--- config.mk ---
export PLATFORM = sky130hd
export DESIGN_NAME = piso_frame_tx
export DESIGN_NICKNAME = d
export VERILOG_FILES = /design/src/rtl/piso_frame_tx.sv
export SDC_FILE = /design/constraint.sdc
export NUM_CORES = 1
export LEC_CHECK = 0
export CAP_MARGIN = 10
export CORE_MARGIN = 2
export CORE_UTILIZATION = 58
export CTS_CLUSTER_DIAMETER = 40
export DETAILED_ROUTE_END_ITERATION = 7
export GPL_TIMING_DRIVEN = 0
export PLACE_DENSITY = 0.83
export SETUP_SLACK_MARGIN = 0.1
export SKIP_CTS_REPAIR_TIMING = 1
export SYNTH_ARGS = -nofsm -noshare
export SYNTH_HDL_FRONTEND = slang
export SYNTH_SLANG_ARGS = --single-unit
--- constraint.sdc ---
create_clock -name BaudOut -period 3.1 [get_ports BaudOut]
set_input_delay 0.93 -clock BaudOut [delete_from_list [all_inputs] [get_ports BaudOut]]
set_output_delay 0.93 -clock BaudOut [all_outputs]
set_load 0.01 [all_outputs]
--- src/rtl/piso_frame_tx.sv ---
// UART transmit framer: latches a byte plus parity mode, then shifts out
// start, data LSB-first, parity slot and stop bit(s), one bit per BaudOut edge.
module piso_frame_tx #(
   parameter int DATA_WIDTH = 8,
   parameter int STOP_BITS  = 1
) (
   input  logic                  BaudOut,
   input  logic                  Reset,
   input  logic [DATA_WIDTH-1:0] DataIn,
   input  logic [1:0]            ParityType,
   input  logic                  Send,
   output logic                  DataTx,
   output logic                  Busy,
   output logic                  Done
);

   // state   | meaning
   // IDLE    | line high, waiting for Send (also the cycle carrying Done)
   // START   | start bit (0) on the line
   // DATA    | payload bits, LSB first
   // PARITY  | parity slot (1 when parity is disabled)
   // STOP    | STOP_BITS cycles of 1
   typedef enum logic [2:0] {
      S_IDLE   = 3'd0,
      S_START  = 3'd1,
      S_DATA   = 3'd2,
      S_PARITY = 3'd3,
      S_STOP   = 3'd4
   } state_t;

   localparam int CNT_W = $clog2(DATA_WIDTH) + 1;
   localparam logic [CNT_W-1:0] LAST_DATA = CNT_W'(DATA_WIDTH - 1);
   localparam logic [CNT_W-1:0] LAST_STOP = CNT_W'(STOP_BITS - 1);
   localparam logic [CNT_W-1:0] CNT_ONE   = CNT_W'(1);

   state_t                state_q;
   logic [DATA_WIDTH-1:0] shift_q;
   logic [CNT_W-1:0]      cnt_q;
   logic                  parity_q;
   logic                  tx_q;
   logic                  busy_q;
   logic                  done_q;
   logic                  parity_d;

   always_comb begin
      parity_d = 1'b1;
      case (ParityType)
         2'b01:   parity_d = ~^DataIn;
         2'b10:   parity_d = ^DataIn;
         default: parity_d = 1'b1;
      endcase
   end

   always_ff @(posedge BaudOut or posedge Reset) begin
      if (Reset) begin
         state_q  <= S_IDLE;
         shift_q  <= '0;
         cnt_q    <= '0;
         parity_q <= 1'b1;
         tx_q     <= 1'b1;
         busy_q   <= 1'b0;
         done_q   <= 1'b0;
      end else begin
         done_q <= 1'b0;
         case (state_q)
            S_IDLE: begin
               tx_q   <= 1'b1;
               busy_q <= 1'b0;
               if (Send) begin
                  shift_q  <= DataIn;
                  parity_q <= parity_d;
                  cnt_q    <= '0;
                  tx_q     <= 1'b0;
                  busy_q   <= 1'b1;
                  state_q  <= S_START;
               end
            end
            S_START: begin
               tx_q    <= shift_q[0];
               shift_q <= shift_q >> 1;
               cnt_q   <= '0;
               state_q <= S_DATA;
            end
            S_DATA: begin
               if (cnt_q == LAST_DATA) begin
                  tx_q    <= parity_q;
                  state_q <= S_PARITY;
               end else begin
                  tx_q    <= shift_q[0];
                  shift_q <= shift_q >> 1;
                  cnt_q   <= cnt_q + CNT_ONE;
               end
            end
            S_PARITY: begin
               tx_q    <= 1'b1;
               cnt_q   <= '0;
               state_q <= S_STOP;
            end
            S_STOP: begin
               tx_q <= 1'b1;
               if (cnt_q == LAST_STOP) begin
                  busy_q  <= 1'b0;
                  done_q  <= 1'b1;
                  cnt_q   <= '0;
                  shift_q <= '0;
                  state_q <= S_IDLE;
               end else begin
                  cnt_q <= cnt_q + CNT_ONE;
               end
            end
            default: begin
               tx_q    <= 1'b1;
               busy_q  <= 1'b0;
               cnt_q   <= '0;
               state_q <= S_IDLE;
            end
         endcase
      end
   end

   assign DataTx = tx_q;
   assign Busy   = busy_q;
   assign Done   = done_q;

endmodule
==> flow_metrics.env, run 1 <==
export IMPL_result_of_the_run="completed"
export IMPL_finalClockSkew_ps=7.508
export IMPL_die_area_um2=2482
export IMPL_finalWorstPathRequiredPeriod_ps=2300
export IMPL_unrepaired_setup_endpoints_after_global_routing="false"
export IMPL_cp_start_kind="flip-flop"
export IMPL_final_net_count=158
export IMPL_n_fill_cell=162
export IMPL_ios=16
export IMPL_synth_edff_count=0
export IMPL_power_switching_share_pct=39.35
export IMPL_number_of_sinks_on_the_clock_net=19
export IMPL_drv_max_cap_violation_count=0
export IMPL_routability_congestion=0.8202
export IMPL_worst_slew_margin_rel_pct=51.02
export IMPL_cts_made_buffers=3
export IMPL_drv_slew=0
export IMPL_cts_root_buf="clkbuf_4"
export IMPL_floorplan_initialDensity_pct=62.05
export IMPL_vdd_ir_drop_max_mv=0.5777
export IMPL_grt_total_usage_pct=22.90
export IMPL_timing_critical_path_slowest_cell_delay_ps=540
export IMPL_endpoint_kind="output pin"
export IMPL_ys_async_sr_fraction_pct=100.0
export IMPL_holdCritPathClass="flip-flop to flip-flop"
export IMPL_worst_slew_pin_slew_ps=733.9
export IMPL_grt_pass1_vias=914
export IMPL_drive_gt1_share_pct=17.14
export IMPL_final_core_util_pct=72.83
export IMPL_core_rowCount=16
export IMPL_non_filler_cells_in_the_finished_layout=167
export IMPL_floorplan_core_area_um2=1962
export IMPL_synth_area_per_cell_um2=10.06
export IMPL_detail_route_vias_per_cell=5.725
export IMPL_placed_cells=163
export IMPL_synth_ff_type="dfrtp_1"
export IMPL_detail_route_drc_violations=0
export IMPL_most_common_layout_cells="17 x dfrtp_1, 15 x clkdlybuf4s50_1, 14 x nand2_1"
export IMPL_critical_path_cell_chain="clkdlybuf4s50_1"
export IMPL_synth_ff_latch_count=19
export IMPL_clk_insertion_delay_late_ps=310
export IMPL_area_delta_synth_final_pct=17.37
export IMPL_power_per_cell_area_nw_per_um2=988.8
export IMPL_yosys_warnings=0
export IMPL_highest_fanout_seen_on_the_critical_path=1
export IMPL_netSwitchingPower_uw=556.0
export IMPL_worstPathBufferInverterCount=1
export IMPL_timing_setup_critical_path_class="flip-flop to output pin"
export IMPL_drt_initial_drc_count=13
export IMPL_detail_route_wl_per_cell_um=14.63
export IMPL_power_leakage_nw=0.6187
export IMPL_ant_nets=0
export IMPL_yosys_cell_types_count=38
export IMPL_intPower_uw=856.9
export IMPL_htree_levels=1
export IMPL_critical_path_top_delay_family="flip-flops"
export IMPL_post_layout_total_power_mw=1.413
export IMPL_syn_num_nets=138
export IMPL_num_vias=956
export IMPL_final_hold_violation_count=0
export IMPL_max_clock_freq_ghz=0.4348
export IMPL_hpwl_um=1792
export IMPL_fin_crit_sh_pct=74.19
export IMPL_synthesis_area_um2=1217
export IMPL_pwr_share_seq_pct=31.1
export IMPL_clk_pin_slew_worst_paths_ps=120
export IMPL_yosysSeqAreaShare_pct=39.26
export IMPL_placement_cell_area_um2=1401
export IMPL_p_comb_share_pct=59.6
export IMPL_final_common_cell="dfrtp_1"
export IMPL_route_final_wire_length_um=2443
export IMPL_pwr_share_clk_pct=9.2
export IMPL_grt_remaining_overflow=0
export IMPL_clock_buffer_depth=2
export IMPL_finish_instance_area_um2=1429
export IMPL_maximum_number_of_pins_on_one_net_before_global_route_repair=20
export IMPL_syn_inst=121
export IMPL_regArea_um2=478.0
export IMPL_die_height_um=49.82
export IMPL_initial_antenna_violation_count=0
export IMPL_n_antenna_cell=0
export IMPL_worstPathArrival_ps=1370
export IMPL_setup_violations_final=0
export IMPL_grt_first_pass_wirelength_um=4312
export IMPL_cp_data_required_time_ps=2170
export IMPL_die_w_um=49.82
export IMPL_multi_input_gate_area_in_the_final_layout_um2=660.6
export IMPL_cpMaxStageDelayCell="dfstp_2"
export IMPL_tns_setup_ps=0
export IMPL_first_pass_iters=4
export IMPL_place_port_buffers=15
export IMPL_tritoncts="done"
[synthesized netlist by cell type, types with 3 or more instances]
| cell | instances | area [um2] |
|---|---|---|
| inv_1 | 9 | 33.78 |
| mux2_2 | 8 | 90.09 |
| mux2i_1 | 4 | 40.04 |
| a21oi_1 | 3 | 15.01 |
| nand2_1 | 14 | 52.55 |
| xnor2_1 | 7 | 61.31 |
| dfrtp_1 | 17 | 425.4 |
| buf_2 | 3 | 15.01 |
| nor2_1 | 8 | 30.03 |
| ha_1 | 4 | 50.05 |
| o221a_1 | 6 | 67.56 |
[per-layer routing]
metal  GRT usage [%]  routed length, um
met1           31.84               1155
met2           36.44               1184
met3           3.030                 62
met4           8.333                 42
met5               0                  0
[kinds of logic (layout without fill, tap and decap cells)]
kind of cell             Yosys count  in the layout  synth area share, %
buffers and inverters             16             35                6.474
AO/OA/AOI/OAI                     23             23                15.83
multiplexers                      12             12                10.69
adder cells (fa/ha/maj)            4              4                4.111
AND/OR/NAND/NOR                   38             38                16.55
flip-flops                        19             19                39.26
XOR/XNOR                           9              9                7.092
[power groups by stage]
stage / clock (mW) / combinational (mW) / sequential [mW]
2_1_floorplan: 0 / 0.659 / 0.431
3_3_place_gp: 0 / 0.809 / 0.436
3_5_place_dp: 0 / 0.841 / 0.445
4_1_cts: 0.131 / 0.848 / 0.440
5_1_grt: 0.145 / 0.934 / 0.452
6_report: 0.131 / 0.843 / 0.440
[final timing paths]
kind                            startpoint    endpoint  slack, ps  cells after the start
worst max-delay path                DataTx      DataTx        800                      1
worst min-delay path                  Busy        Busy        500                      1
worst max register to register    cnt_q[0]    cnt_q[0]       1140                      7
worst min register to register        Busy        Busy        500                      1
max in group asynchronous            Reset  shift_q[1]       1600                      2
min in group asynchronous            Reset        Done       1030                      2
[metrics by stage]
stage / hold WS [ps] / worst slack, ps
floorplan: 480.3 / 1327
global placement: 465.9 / 678.9
detailed placement: 470.7 / 655.9
CTS: 503.9 / 786.6
global route: 522.8 / 751.3
finish: 504.0 / 800.2
[registers in the layout, indices dropped and copies added, names as in the netlist]
name      cells
DataTx        1
state_q       3
shift_q       8
Busy          1
parity_q      1
cnt_q         4
Done          1
[layout make-up]
cell class              count  area share, %
clock buffers               3          1.576
flip-flops and latches     19          33.45
well taps                  27          2.364
clock inverters             1         0.3503
plain buffers               7          3.152
repair buffers             15          10.51
inverters                   9          2.364
multi-input cells          86          46.23
(Power assumes the default switching activity.)
==> run 2: changes to the inputs <==
Settings changed: CORE_UTILIZATION 58 to 54, PLACE_DENSITY 0.83 to 0.78.
Clock period 3.1 ns to 2.4 ns, I/O delays scaled along.
==> flow_metrics.env, run 2 (synthesized netlist as in run 1, its figures left out) <==
export IMPL_result_of_the_run="completed"
export IMPL_htree_levels=1
export IMPL_n_antenna_cell=0
export IMPL_power_per_cell_area_nw_per_um2=1269
export IMPL_crit_reg_reg_endpoint="cnt_q[0]"
export IMPL_cp_start_kind="flip-flop"
export IMPL_area_delta_synth_final_pct=17.37
export IMPL_cts_made_buffers=3
export IMPL_largest_register="shift_q"
export IMPL_initial_antenna_violation_count=0
export IMPL_preCtsSetupSlack_ps=173.0
export IMPL_grt_total_usage_pct=21.75
export IMPL_vdd_ir_drop_max_mv=0.7224
export IMPL_final_core_util_pct=65.86
export IMPL_die_area_um2=2650
export IMPL_hpwl_um=1760
export IMPL_first_pass_iters=4
export IMPL_final_net_count=158
export IMPL_drive_gt1_share_pct=16.43
export IMPL_rr_worst_depth=7
export IMPL_largestRegisters="shift_q: 8 flops, cnt_q: 4 flops, state_q: 3 flops"
export IMPL_timing_critical_path_slowest_cell_delay_ps=530
export IMPL_finalClockSkew_ps=5.216
export IMPL_finalWorstPathRequiredPeriod_ps=2060
export IMPL_worstPathArrival_ps=1340
export IMPL_final_setup_worst_slack_ps=340.0
export IMPL_routability_congestion=0.7949
export IMPL_n_fill_cell=195
export IMPL_critical_path_cell_chain="clkdlybuf4s50_1"
export IMPL_ios=16
export IMPL_unrepaired_setup_endpoints_after_global_routing="false"
export IMPL_detail_route_vias_per_cell=5.619
export IMPL_number_of_sinks_on_the_clock_net=19
export IMPL_ant_nets=0
export IMPL_drt_initial_drc_count=11
export IMPL_num_vias=944
export IMPL_die_w_um=51.48
export IMPL_core_rowCount=17
export IMPL_detail_route_drc_violations=0
export IMPL_fin_crit_sh_pct=85.83
export IMPL_setup_violations_final=0
export IMPL_worst_slew_margin_rel_pct=51.11
export IMPL_max_clock_freq_ghz=0.4854
export IMPL_cpMaxStageDelayCell="dfstp_2"
export IMPL_final_hold_violation_count=0
export IMPL_critical_path_reg2reg_startpoint="cnt_q[0]"
export IMPL_cts_root_buf="clkbuf_4"
export IMPL_floorplan_core_area_um2=2170
export IMPL_timing_setup_critical_path_class="flip-flop to output pin"
export IMPL_holdCritPathClass="flip-flop to flip-flop"
export IMPL_worstPathBufferInverterCount=1
export IMPL_grt_pass1_vias=920
export IMPL_worst_hold_slack_ps=501.2
export IMPL_clk_insertion_delay_late_ps=300
export IMPL_maximum_number_of_pins_on_one_net_before_global_route_repair=20
export IMPL_critical_path_top_delay_family="flip-flops"
export IMPL_worst_r2r_setup_slack_ps=460
export IMPL_drv_max_cap_violation_count=0
export IMPL_post_layout_total_power_mw=1.813
export IMPL_die_height_um=51.48
export IMPL_largest_register_ff_count=8
export IMPL_floorplan_initialDensity_pct=56.11
export IMPL_clk_pin_slew_worst_paths_ps=100
export IMPL_tritoncts="done"
export IMPL_power_leakage_nw=0.6160
export IMPL_place_port_buffers=15
export IMPL_cp_data_required_time_ps=1680
export IMPL_clock_buffer_depth=2
export IMPL_detail_route_wl_per_cell_um=14.19
export IMPL_most_common_layout_cells="17 x dfrtp_1, 15 x clkdlybuf4s50_1, 14 x nand2_1"
export IMPL_endpoint_kind="output pin"
export IMPL_final_common_cell="dfrtp_1"
export IMPL_hold_path_depth=1
export IMPL_grt_remaining_overflow=0
export IMPL_min_from="Busy"
export IMPL_route_final_wire_length_um=2384
export IMPL_worst_slew_pin_slew_ps=732.6
export IMPL_grt_first_pass_wirelength_um=4195
export IMPL_highest_fanout_seen_on_the_critical_path=1
export IMPL_startpoint="DataTx"
export IMPL_drv_slew=0
export IMPL_worstHoldEndpoint="Busy"
export IMPL_tns_setup_ps=0
run 2: cell count changes in the layout (fill, tap and decap cells not counted):
cell,before,now
clkinv_2,1,0
clkbuf_1,2,3
run 2: area by class of cell:
class,count,area [um2],area share [%]
buffer,7,45.04,3.152
inverter,9,33.78,2.364
sequential,19,478.0,33.45
multi-input combinational,86,660.6,46.23
clock buffer,4,26.28,1.839
tap,28,35.03,2.452
timing repair buffer,15,150.1,10.51
run 2: per-stage QoR:
step / cell area, um2 / std cells
finish: 1429 / 168
global route: 1429 / 168
CTS: 1429 / 168
detailed placement: 1403 / 164
global placement: 1403 / 164
floorplan: 1217 / 121
run 2: worst max-delay path by stage:
stage	end	slack [ps]	cells past startpoint
finish	DataTx	340	1
global route	DataTx	310	1
CTS	DataTx	330	1
detailed placement	shift_q[1]	170	5
global placement	shift_q[6]	200	5
floorplan	cnt_q[0]	650	7
run 2: power by group:
part	switching (mW)	internal, mW
clock network	0.0979	0.0647
logic	0.517	0.571
registers	0.0891	0.473
total	0.704	1.11
run 2: layer usage:
layer,vias up,routed length [um],track usage [%],part of all wire (%)
li1,461,-,-,-
met1,455,1137,29.59,48
met2,22,1115,33.97,47
met3,6,85,3.509,3.6
met4,0,44,9.649,1.8
met5,-,0,0,0
==> run 3: changes to the inputs <==
Settings changed: TNS_END_PERCENT from default to 1.
==> results of run 3 <==
No change in the layout: final DEF, timing and power equal those of run 2.
